[src/rtl/fp_addsub_pkg.sv]
// Shared FP32 field positions, result flag indices and FIFO occupancy encoding
// for the adder/subtractor result stage.
package fp_addsub_pkg;

    localparam int SIGN_BIT = 31;
    localparam int EXP_MSB  = 30;
    localparam int EXP_LSB  = 23;
    localparam int MANT_W   = 23;
    localparam logic [7:0] EXP_MAX = 8'hFF;

    localparam int FLG_NAN    = 3;
    localparam int FLG_INF    = 2;
    localparam int FLG_ZERO   = 1;
    localparam int FLG_DENORM = 0;

    typedef enum logic [1:0] {
        OCC_EMPTY   = 2'd0,
        OCC_PARTIAL = 2'd1,
        OCC_FULL    = 2'd2
    } occ_state_e;

endpackage

[src/rtl/fp_result_classify.sv]
// Combinational FP32 result classifier producing {nan,inf,zero,denorm};
// with FP_RESULT_FTZ_EN defined, denormals are flushed to a signed zero.
module fp_result_classify
    import fp_addsub_pkg::*;
(
    input  logic [31:0] in_result,
    output logic [31:0] out_result,
    output logic [3:0]  flags
);

    logic [7:0]        exp_field;
    logic [MANT_W-1:0] mant_field;
    logic              exp_max;
    logic              exp_zero;
    logic              mant_zero;

    assign exp_field  = in_result[EXP_MSB:EXP_LSB];
    assign mant_field = in_result[MANT_W-1:0];
    assign exp_max    = (exp_field == EXP_MAX);
    assign exp_zero   = (exp_field == 8'h00);
    assign mant_zero  = (mant_field == '0);

    always_comb begin
        out_result         = in_result;
        flags              = '0;
        flags[FLG_NAN]     = exp_max & ~mant_zero;
        flags[FLG_INF]     = exp_max & mant_zero;
        flags[FLG_ZERO]    = exp_zero & mant_zero;
        flags[FLG_DENORM]  = exp_zero & ~mant_zero;
`ifdef FP_RESULT_FTZ_EN
        // Flushed denormals keep their sign and report as zero.
        if (exp_zero && !mant_zero) begin
            out_result        = {in_result[SIGN_BIT], 31'b0};
            flags[FLG_ZERO]   = 1'b1;
            flags[FLG_DENORM] = 1'b0;
        end
`endif
    end

endmodule

[src/rtl/fp_addsub_result_stage.sv]
// Registered output FIFO for FP32 adder results with classification flags,
// sticky status and a delivered-result counter. Optional FTZ: FP_RESULT_FTZ_EN.
module fp_addsub_result_stage
    import fp_addsub_pkg::*;
#(
    parameter int DEPTH = 2,
    parameter int TAG_W = 4,
    parameter int CNT_W = 16
) (
    input  logic             clk,
    input  logic             rst,
    input  logic             in_valid,
    output logic             in_ready,
    input  logic [31:0]      in_result,
    input  logic [TAG_W-1:0] in_tag,
    output logic             out_valid,
    input  logic             out_ready,
    output logic [31:0]      out_result,
    output logic [TAG_W-1:0] out_tag,
    output logic [3:0]       out_flags,
    output logic [3:0]       sticky_flags,
    input  logic             flags_clr,
    output logic [CNT_W-1:0] result_count
);

    localparam int PTR_W   = $clog2(DEPTH);
    localparam int OCC_W   = PTR_W + 1;
    localparam int ENTRY_W = 32 + TAG_W + 4;
    localparam logic [OCC_W-1:0] OCC_MAX = OCC_W'(DEPTH);

    logic [ENTRY_W-1:0] mem_reg [DEPTH];
    logic [PTR_W-1:0]   wr_ptr_reg;
    logic [PTR_W-1:0]   rd_ptr_reg;
    logic [OCC_W-1:0]   occ_reg;
    logic [OCC_W-1:0]   occ_next;
    occ_state_e         state_reg;
    occ_state_e         state_next;
    logic [3:0]         sticky_reg;
    logic [CNT_W-1:0]   count_reg;
    logic [31:0]        cls_result;
    logic [3:0]         cls_flags;
    logic               push;
    logic               pop;

    fp_result_classify u_classify (
        .in_result  (in_result),
        .out_result (cls_result),
        .flags      (cls_flags)
    );

    assign push = in_valid & in_ready;
    assign pop  = out_valid & out_ready;

    always_ff @(posedge clk or posedge rst) begin
        if (rst) begin
            state_reg <= OCC_EMPTY;
            occ_reg   <= '0;
        end else begin
            state_reg <= state_next;
            occ_reg   <= occ_next;
        end
    end

    always_comb begin
        occ_next   = occ_reg;
        state_next = state_reg;
        if (push && !pop)
            occ_next = occ_reg + OCC_W'(1);
        else if (pop && !push)
            occ_next = occ_reg - OCC_W'(1);
        case (state_reg)
            OCC_EMPTY:   if (push) state_next = OCC_PARTIAL;
            OCC_PARTIAL: begin
                if (push && !pop && occ_next == OCC_MAX)
                    state_next = OCC_FULL;
                else if (pop && !push && occ_next == '0)
                    state_next = OCC_EMPTY;
            end
            OCC_FULL:    if (pop) state_next = OCC_PARTIAL;
            default:     state_next = OCC_EMPTY;
        endcase
    end

    // No bypass when full: a pop frees the slot only for the following cycle.
    always_comb begin
        in_ready  = (state_reg != OCC_FULL);
        out_valid = (state_reg != OCC_EMPTY);
    end

    generate
        for (genvar gi = 0; gi < DEPTH; gi++) begin : g_entry
            always_ff @(posedge clk or posedge rst) begin
                if (rst)
                    mem_reg[gi] <= '0;
                else if (push && wr_ptr_reg == PTR_W'(gi))
                    mem_reg[gi] <= {cls_result, in_tag, cls_flags};
            end
        end
    endgenerate

    always_ff @(posedge clk or posedge rst) begin
        if (rst) begin
            wr_ptr_reg <= '0;
            rd_ptr_reg <= '0;
            sticky_reg <= '0;
            count_reg  <= '0;
        end else begin
            if (push)
                wr_ptr_reg <= wr_ptr_reg + PTR_W'(1);
            if (pop) begin
                rd_ptr_reg <= rd_ptr_reg + PTR_W'(1);
                count_reg  <= count_reg + CNT_W'(1);
            end
            // A clear coinciding with a push keeps only the new entry's flags.
            if (push)
                sticky_reg <= flags_clr ? cls_flags : (sticky_reg | cls_flags);
            else if (flags_clr)
                sticky_reg <= '0;
        end
    end

    assign {out_result, out_tag, out_flags} = mem_reg[rd_ptr_reg];
    assign sticky_flags = sticky_reg;
    assign result_count = count_reg;

endmodule
[config.mk]
export PLATFORM = sky130hd
export DESIGN_NAME = fp_addsub_result_stage
export DESIGN_NICKNAME = d
export VERILOG_FILES = /design/src/rtl/fp_addsub_pkg.sv /design/src/rtl/fp_result_classify.sv /design/src/rtl/fp_addsub_result_stage.sv
export SDC_FILE = /design/constraint.sdc
export NUM_CORES = 1
export LEC_CHECK = 0
export CAP_MARGIN = 20
export CORE_MARGIN = 3
export CORE_UTILIZATION = 40
export CTS_BUF_LIST = sky130_fd_sc_hd__clkbuf_8 sky130_fd_sc_hd__clkbuf_16
export DETAILED_ROUTE_END_ITERATION = 7
export GPL_ROUTABILITY_DRIVEN = 0
export PLACE_DENSITY = 0.67
export SYNTH_ARGS = -nofsm -noshare
export SYNTH_HDL_FRONTEND = slang
export SYNTH_SLANG_ARGS = --single-unit
[constraint.sdc]
create_clock -name clk -period 3.77 [get_ports clk]
set_input_delay 0.754 -clock clk [delete_from_list [all_inputs] [get_ports clk]]
set_output_delay 0.754 -clock clk [all_outputs]
set_load 0.1 [all_outputs]
==> results of run 1 <==
[per-stage QoR]
step,setup slack (ns),util
6_report,0.904,0.530
3_3_place_gp,0.752,0.504
2_1_floorplan,0.227,-
3_5_place_dp,0.697,0.504
5_1_grt,0.854,0.530
4_1_cts,0.891,0.527
[critical path, cell delays in order, from the launching register on]
cell	delay (ns)
dfrtp_1	0.46
or2_2	0.34
clkdlybuf4s50_1	0.97
[worst paths after layout]
| kind | startpoint | end | slack [ns] | cells past startpoint |
|---|---|---|---|---|
| worst min register to register | result_count[15] | result_count[15] | 0.47 | 1 |
| min in group asynchronous | rst | mem_reg[14] | 0.91 | 2 |
| worst min-delay path | result_count[15] | result_count[15] | 0.47 | 1 |
| worst max register to register | state_reg[0] | mem_reg[11] | 1.65 | 5 |
| worst max-delay path | state_reg[0] | out_valid | 0.90 | 2 |
| max in group asynchronous | rst | mem_reg[77] | 2.04 | 3 |
[routing by layer]
layer | share of wire | vias to the layer above
li1 | - | 1612
met1 | 0.45 | 1674
met2 | 0.50 | 81
met3 | 0.039 | 12
met4 | 0.013 | 0
met5 | 0 | -
[cell type report]
| class | count | area [µm²] |
|---|---|---|
| fillers | 1000 | 5390 |
| flip-flops and latches | 106 | 2650 |
| multi-input cells | 288 | 1930 |
| repair buffers | 109 | 1000 |
| clock buffers | 9 | 225 |
| well taps | 143 | 179 |
| clock inverters | 7 | 46.3 |
| inverters | 8 | 32.5 |
[cells in the final DEF (no fill, tap or decap), types with 2 or more instances in the layout]
| cell type | instances |
|---|---|
| nand4_1 | 11 |
| nor4_1 | 7 |
| a22o_1 | 4 |
| nand3_1 | 5 |
| buf_4 | 46 |
| inv_1 | 7 |
| dfrtp_1 | 105 |
| xor2_1 | 5 |
| o21ai_0 | 8 |
| o32ai_1 | 2 |
| nor3_1 | 2 |
| o22ai_1 | 2 |
| mux2_2 | 73 |
| clkinv_2 | 2 |
| nand2_1 | 127 |
| clkinvlp_4 | 2 |
| mux2_1 | 3 |
| clkdlybuf4s50_1 | 61 |
| xnor2_1 | 15 |
| or2_2 | 2 |
| clkbuf_16 | 9 |
| nor2_1 | 8 |
[Yosys cell counts (2+ instances only)]
library cell / instances / share of area
nand4_1: 11 / 0.015
o32ai_1: 2 / 0.0037
or2_2: 2 / 0.0027
nor3_1: 2 / 0.0021
nand3_1: 5 / 0.0053
o21ai_0: 8 / 0.0085
xnor2_1: 15 / 0.028
nor2_1: 8 / 0.0064
mux2_1: 3 / 0.0072
inv_1: 7 / 0.0056
nand2_1: 127 / 0.10
mux2_2: 73 / 0.17
buf_1: 3 / 0.0024
buf_4: 4 / 0.0064
nor4_1: 7 / 0.0093
buf_2: 10 / 0.011
o22ai_1: 2 / 0.0027
dfrtp_1: 106 / 0.56
a22o_1: 4 / 0.0074
xor2_1: 5 / 0.0093
[kinds of logic (layout without fill, tap and decap cells)]
| kind of cell | count (synthesis) | in the layout | synth area share |
|---|---|---|---|
| fa+ha+maj | 1 | 1 | 0.00265 |
| simple gates | 171 | 171 | 0.159 |
| compound gates | 20 | 20 | 0.0281 |
| buf+inv | 27 | 133 | 0.0289 |
| flops | 106 | 106 | 0.562 |
| xor+xnor | 20 | 20 | 0.0371 |
| mux | 76 | 76 | 0.181 |
==> summary.md, run 1 <==
• 3,438 — number of global-route vias before repair
• 0 — number of synthesized flops with an enable pin
• 0.272 — met2 demand-to-capacity share in global routing
• 9 — CTS Buf Count
• 653 — placed instance count
• 64 — maximum number of pins on one net before global-route repair
• 0.216 — global routing usage on met1
• dfrtp_1 — most common flop cell mapped by yosys
• reg2out — critical setup path kind
• 102 — Port-buffer cells
• flip-flop — Worst setup SP type
• 11.2 µm² — synthesized area per cell
• 0 — initial antenna violation count
• false — unrepaired setup endpoints after global routing
• 11,500 µm² — placeable core region
• complete, no violations — outcome
• 7410 µm — detailed placement HPWL
• 0.760 — post-route clock period utilization
• 0 ns — Setup TNS Final
• 103 — I/O pin total
• 0 — grt ovf
• 3,379 — via total after detailed routing
• 0.277 — fraction of final layout cells with drive strength greater than 1
• 421 — number of instances in the synthesized netlist
• 1.00 — proportion of register bits with asynchronous set or reset after synthesis
• 106 — post-synthesis register bit count
• 4720 µm² — post-synthesis instance area
• 5.04 — via/cell ratio
• 37 — number of different library cells in the post-synthesis netlist
• 2 — worst-case clock buffer depth
• 115 µm — Die Ht
• 80 — max FFs per register
• built — TritonCTS clock tree
• 0 — Max Cap Viol
• 39 — Std-Cell Rows
• 17,100 µm — global-route wire length before repair
• output port — nature of the critical path endpoint
• 0.0259 — GRT met3 Usage
• 564 — number of nets in the layout
• 0.411 — initial standard-cell utilization of the core
• 0 — warnings from Yosys
• 15.7 µm — final routed wire length divided by cell count
• 0.562 — share of the yosys chip area belonging to registers
• 670 — Final Non-Filler Cells
• 0 — DRT antenna net count
• 106 — clock tree sinks
• 2.11 ns — Critical Path AT
• 4 — first-pass iteration count of the detailed router
• 0.349 GHz — Highest Clock Rate
• 13,100 µm² — die outline area
• 0.34 ns — Worst-Skew Late Latency
• 1.01 ns — Slew @ Worst Pin
• 0 — DRC Markers
• 0.163 — all-layer global routing usage
• 2.87 ns — post-layout min period
• 0.08 ns — clock transition at the register clock pins on the worst setup and hold paths after CTS
• 0 — final setup vio count
• 0.0112 ns — Setup Skew
• 3.02 ns — CP required
• met2 — peak-usage layer in the global routing report
• 0 — post-cts sizing count
• 28.8% — synthesis-to-finish area growth
• 0 — Antenna Diode Count
• 463 — net count after synthesis
• 0 — Post-CTS Hold Buffers
• 115 µm — Chip Width
• 10,500 µm — Final Routed Wirelength
• 5770 µm² — dpl cell area
• 3 — number of H-tree branching levels
• 0.328 — worst max-slew margin expressed relative to the limit
• 7 — maximum net fanout on the critical path
• 228 — Iter 0 DRT Violations
• reg2reg — Hold Path Class
• 0.468 ns — tightest hold margin
• 0 — final number of hold-violating endpoints
• clkbuf_16 — clock root buffer
• 0 — Post CTS Setup Buffer Count
• 0 — Final Slew Violations
• 6070 µm² — Non-Filler Cell Area, Final
Power of run 1 is not shown: default switching activity piles up to over one toggle a cycle in this logic, so the estimate is an artifact.
==> run 2, diff against run 1 <==
--- a/config.mk
+++ b/config.mk
@@ -11,7 +11,7 @@
 export CTS_BUF_LIST = sky130_fd_sc_hd__clkbuf_8 sky130_fd_sc_hd__clkbuf_16
 export DETAILED_ROUTE_END_ITERATION = 7
 export GPL_ROUTABILITY_DRIVEN = 0
-export PLACE_DENSITY = 0.67
+export PLACE_DENSITY = 0.69
 export SYNTH_ARGS = -nofsm -noshare
 export SYNTH_HDL_FRONTEND = slang
 export SYNTH_SLANG_ARGS = --single-unit
==> constraint.sdc (replaced) <==
create_clock -name clk -period 2.34 [get_ports clk]
set_input_delay 0.468 -clock clk [delete_from_list [all_inputs] [get_ports clk]]
set_output_delay 0.468 -clock clk [all_outputs]
set_load 0.1 [all_outputs]
==> run 2 against run 1 <==
Sequential cell count stayed put; final cell count is 1.0% higher; worst hold slack better by 0.0025 ns; utilization up 4.9 points; via count rose by 2.2%; clock skew decreased by 0.0021 ns; critical path depth rose by 1; cell area grew 9.2%; non-clock buffer count up 7.
==> summary.md, run 2 (synthesis gave the netlist of run 1 again) <==
• built — TritonCTS clock tree
• 2 — buffers and inverters on the worst path, +1
• 163 — Iter 0 DRT Violations, -29%
• 0.537 ns — Slew @ Worst Pin, -0.470 ns
• 0.411 — initial standard-cell utilization of the core, unchanged
• 40.6% — synthesis-to-finish area growth
• 18,300 µm — global-route wire length before repair, +7.4%
• 115 µm — Chip Width, unchanged
• 9 — CTS Buf Count, unchanged
• 11,500 µm² — placeable core region, unchanged
• mux2_2 — worst-path cell with the longest stage delay
• 115 µm — Die Ht, unchanged
• nand2_1 — most frequent standard cell in the layout excluding fill and tap cells
• 3,455 — via total after detailed routing, +2.2%
• 0.54 ns — internal reg-to-reg setup slack, -1.11 ns
• 0 — post-cts sizing count, unchanged
• 952 — filler cell count in the final layout, -4.8%
• mem_reg[50] — endpoint with the worst hold slack
• 0.07 ns — clock transition at the register clock pins on the worst setup and hold paths after CTS, about the same
• mem_reg[50] — hold path start
• output port — nature of the critical path endpoint
• 6630 µm² — Non-Filler Cell Area, Final, +9.2%
• 4 — first-pass iteration count of the detailed router, unchanged
• 1.87 ns — CP required, -1.15 ns
• 2 — cell depth of the worst min-delay path, +1
• 677 — Final Non-Filler Cells, +1.0%
• 0 — Final Slew Violations, unchanged
• 3 — number of H-tree branching levels, unchanged
• buffers and inverters — kind of cell with the highest combined delay on the critical path
• 0.324 — fraction of final layout cells with drive strength greater than 1, +0.0469
• 2 — worst-case clock buffer depth, unchanged
• complete, no violations — outcome
• 10,900 µm — Final Routed Wirelength, +3.8%
• 7920 µm — detailed placement HPWL, +6.8%
• 0 — initial antenna violation count, unchanged
• 0 — Post-CTS Hold Buffers, unchanged
• 80 — max FFs per register, unchanged
• buf_4 -> mux2_2 -> buf_12 — Cell Chain, Critical Path
• flip-flop — Worst setup SP type
• 0.642 — worst max-slew margin expressed relative to the limit, +0.313
• 0 — grt ovf, unchanged
• 0 — final setup vio count, unchanged
• 2.13 ns — post-layout min period
• 5.10 — via/cell ratio, +1.2%
• 0 ns — Setup TNS Final, unchanged
• clkbuf_16 — clock root buffer
• 102 — Port-buffer cells, unchanged
• 0.00910 ns — Setup Skew, -0.00209 ns
• state_reg[1] — RR Startpoint
• 0 — Antenna Diode Count, unchanged
• 1.67 ns — Critical Path AT, -0.44 ns
• reg2reg — Hold Path Class
• mem_reg[32] — endpoint of the worst register-to-register path
• 103 — I/O pin total, unchanged
• 571 — number of nets in the layout, +1.2%
• 45 — maximum number of pins on one net before global-route repair, -30%
• 0.43 ns — delay of the slowest critical-path stage, -0.54 ns
• 0.34 ns — Worst-Skew Late Latency, about the same
• 127 x nand2_1, 105 x dfrtp_1, 73 x mux2_2 — commonest cells after routing, fill and taps aside
• 0.471 ns — tightest hold margin, +0.00255 ns
• false — unrepaired setup endpoints after global routing
• 0.175 — all-layer global routing usage, +0.0125
• 13,100 µm² — die outline area, unchanged
• 28 — maximum net fanout on the critical path, +21
• 3,731 — number of global-route vias before repair, +8.5%
• 0.469 GHz — Highest Clock Rate
• 0 — Max Cap Viol, unchanged
• 0 — final number of hold-violating endpoints, unchanged
• 6330 µm² — dpl cell area, +9.7%
• 5 — length in cells of the worst reg-to-reg path, unchanged
• 0 — Post CTS Setup Buffer Count, unchanged
• 0 — DRT antenna net count, unchanged
• 661 — placed instance count, +1.2%
• 39 — Std-Cell Rows, unchanged
• reg2out — critical setup path kind
• 0.912 — post-route clock period utilization
• 0 — DRC Markers, unchanged
• 106 — clock tree sinks, unchanged
• 16.1 µm — final routed wire length divided by cell count, +2.8%
run 2: layout make-up:
class / count / area, µm² / area share
clock buffer: 10 / 239 / 0.0360
clock inverter: 6 / 58.8 / 0.00887
inverter: 8 / 33.8 / 0.00509
multi-input combinational: 288 / 1930 / 0.292
sequential: 106 / 2650 / 0.400
tap: 143 / 179 / 0.0270
timing repair buffer: 116 / 1530 / 0.231
run 2: worst max path at each step:
stage	from	to	slack, ns	cells after the start
after floorplan	result_count[0]	result_count[14]	0.14	5
after global placement	in_result[15]	sticky_flags[1]	-0.11	6
after detailed placement	in_result[15]	sticky_flags[1]	-0.15	6
after CTS	rd_ptr_reg	out_result[21]	0.17	3
after global routing	in_result[15]	sticky_flags[1]	0.11	6
final	rd_ptr_reg	out_flags[0]	0.21	3
run 2: layer usage:
metal,GRT usage,routed length [µm]
met1,0.222,4670
met2,0.295,5610
met3,0.0296,385
met4,0.0744,259
met5,0,0
run 2: tightest hold or removal path, cell delays in order (launching register included):
cell	delay, ns
dfrtp_1	0.34
nand2_1	0.05
nand2_1	0.05
run 2: metrics by stage:
| stage | setup WS [ns] | utilization |
|---|---|---|
| 2_1_floorplan | 0.144 | - |
| 3_3_place_gp | -0.114 | 0.552 |
| 3_5_place_dp | -0.150 | 0.552 |
| 4_1_cts | 0.168 | 0.578 |
| 5_1_grt | 0.114 | 0.578 |
| 6_report | 0.206 | 0.578 |
Power of run 2 is left out for the same reason.
==> run 3, diff against run 2 <==
--- a/config.mk
+++ b/config.mk
@@ -10,7 +10,6 @@
 export CORE_UTILIZATION = 40
 export CTS_BUF_LIST = sky130_fd_sc_hd__clkbuf_8 sky130_fd_sc_hd__clkbuf_16
 export DETAILED_ROUTE_END_ITERATION = 7
-export GPL_ROUTABILITY_DRIVEN = 0
 export PLACE_DENSITY = 0.69
 export SYNTH_ARGS = -nofsm -noshare
 export SYNTH_HDL_FRONTEND = slang
==> results of run 3 <==
The final DEF is identical to that of run 2; final timing and power are the same.
Power of run 3 is left out for the same reason.
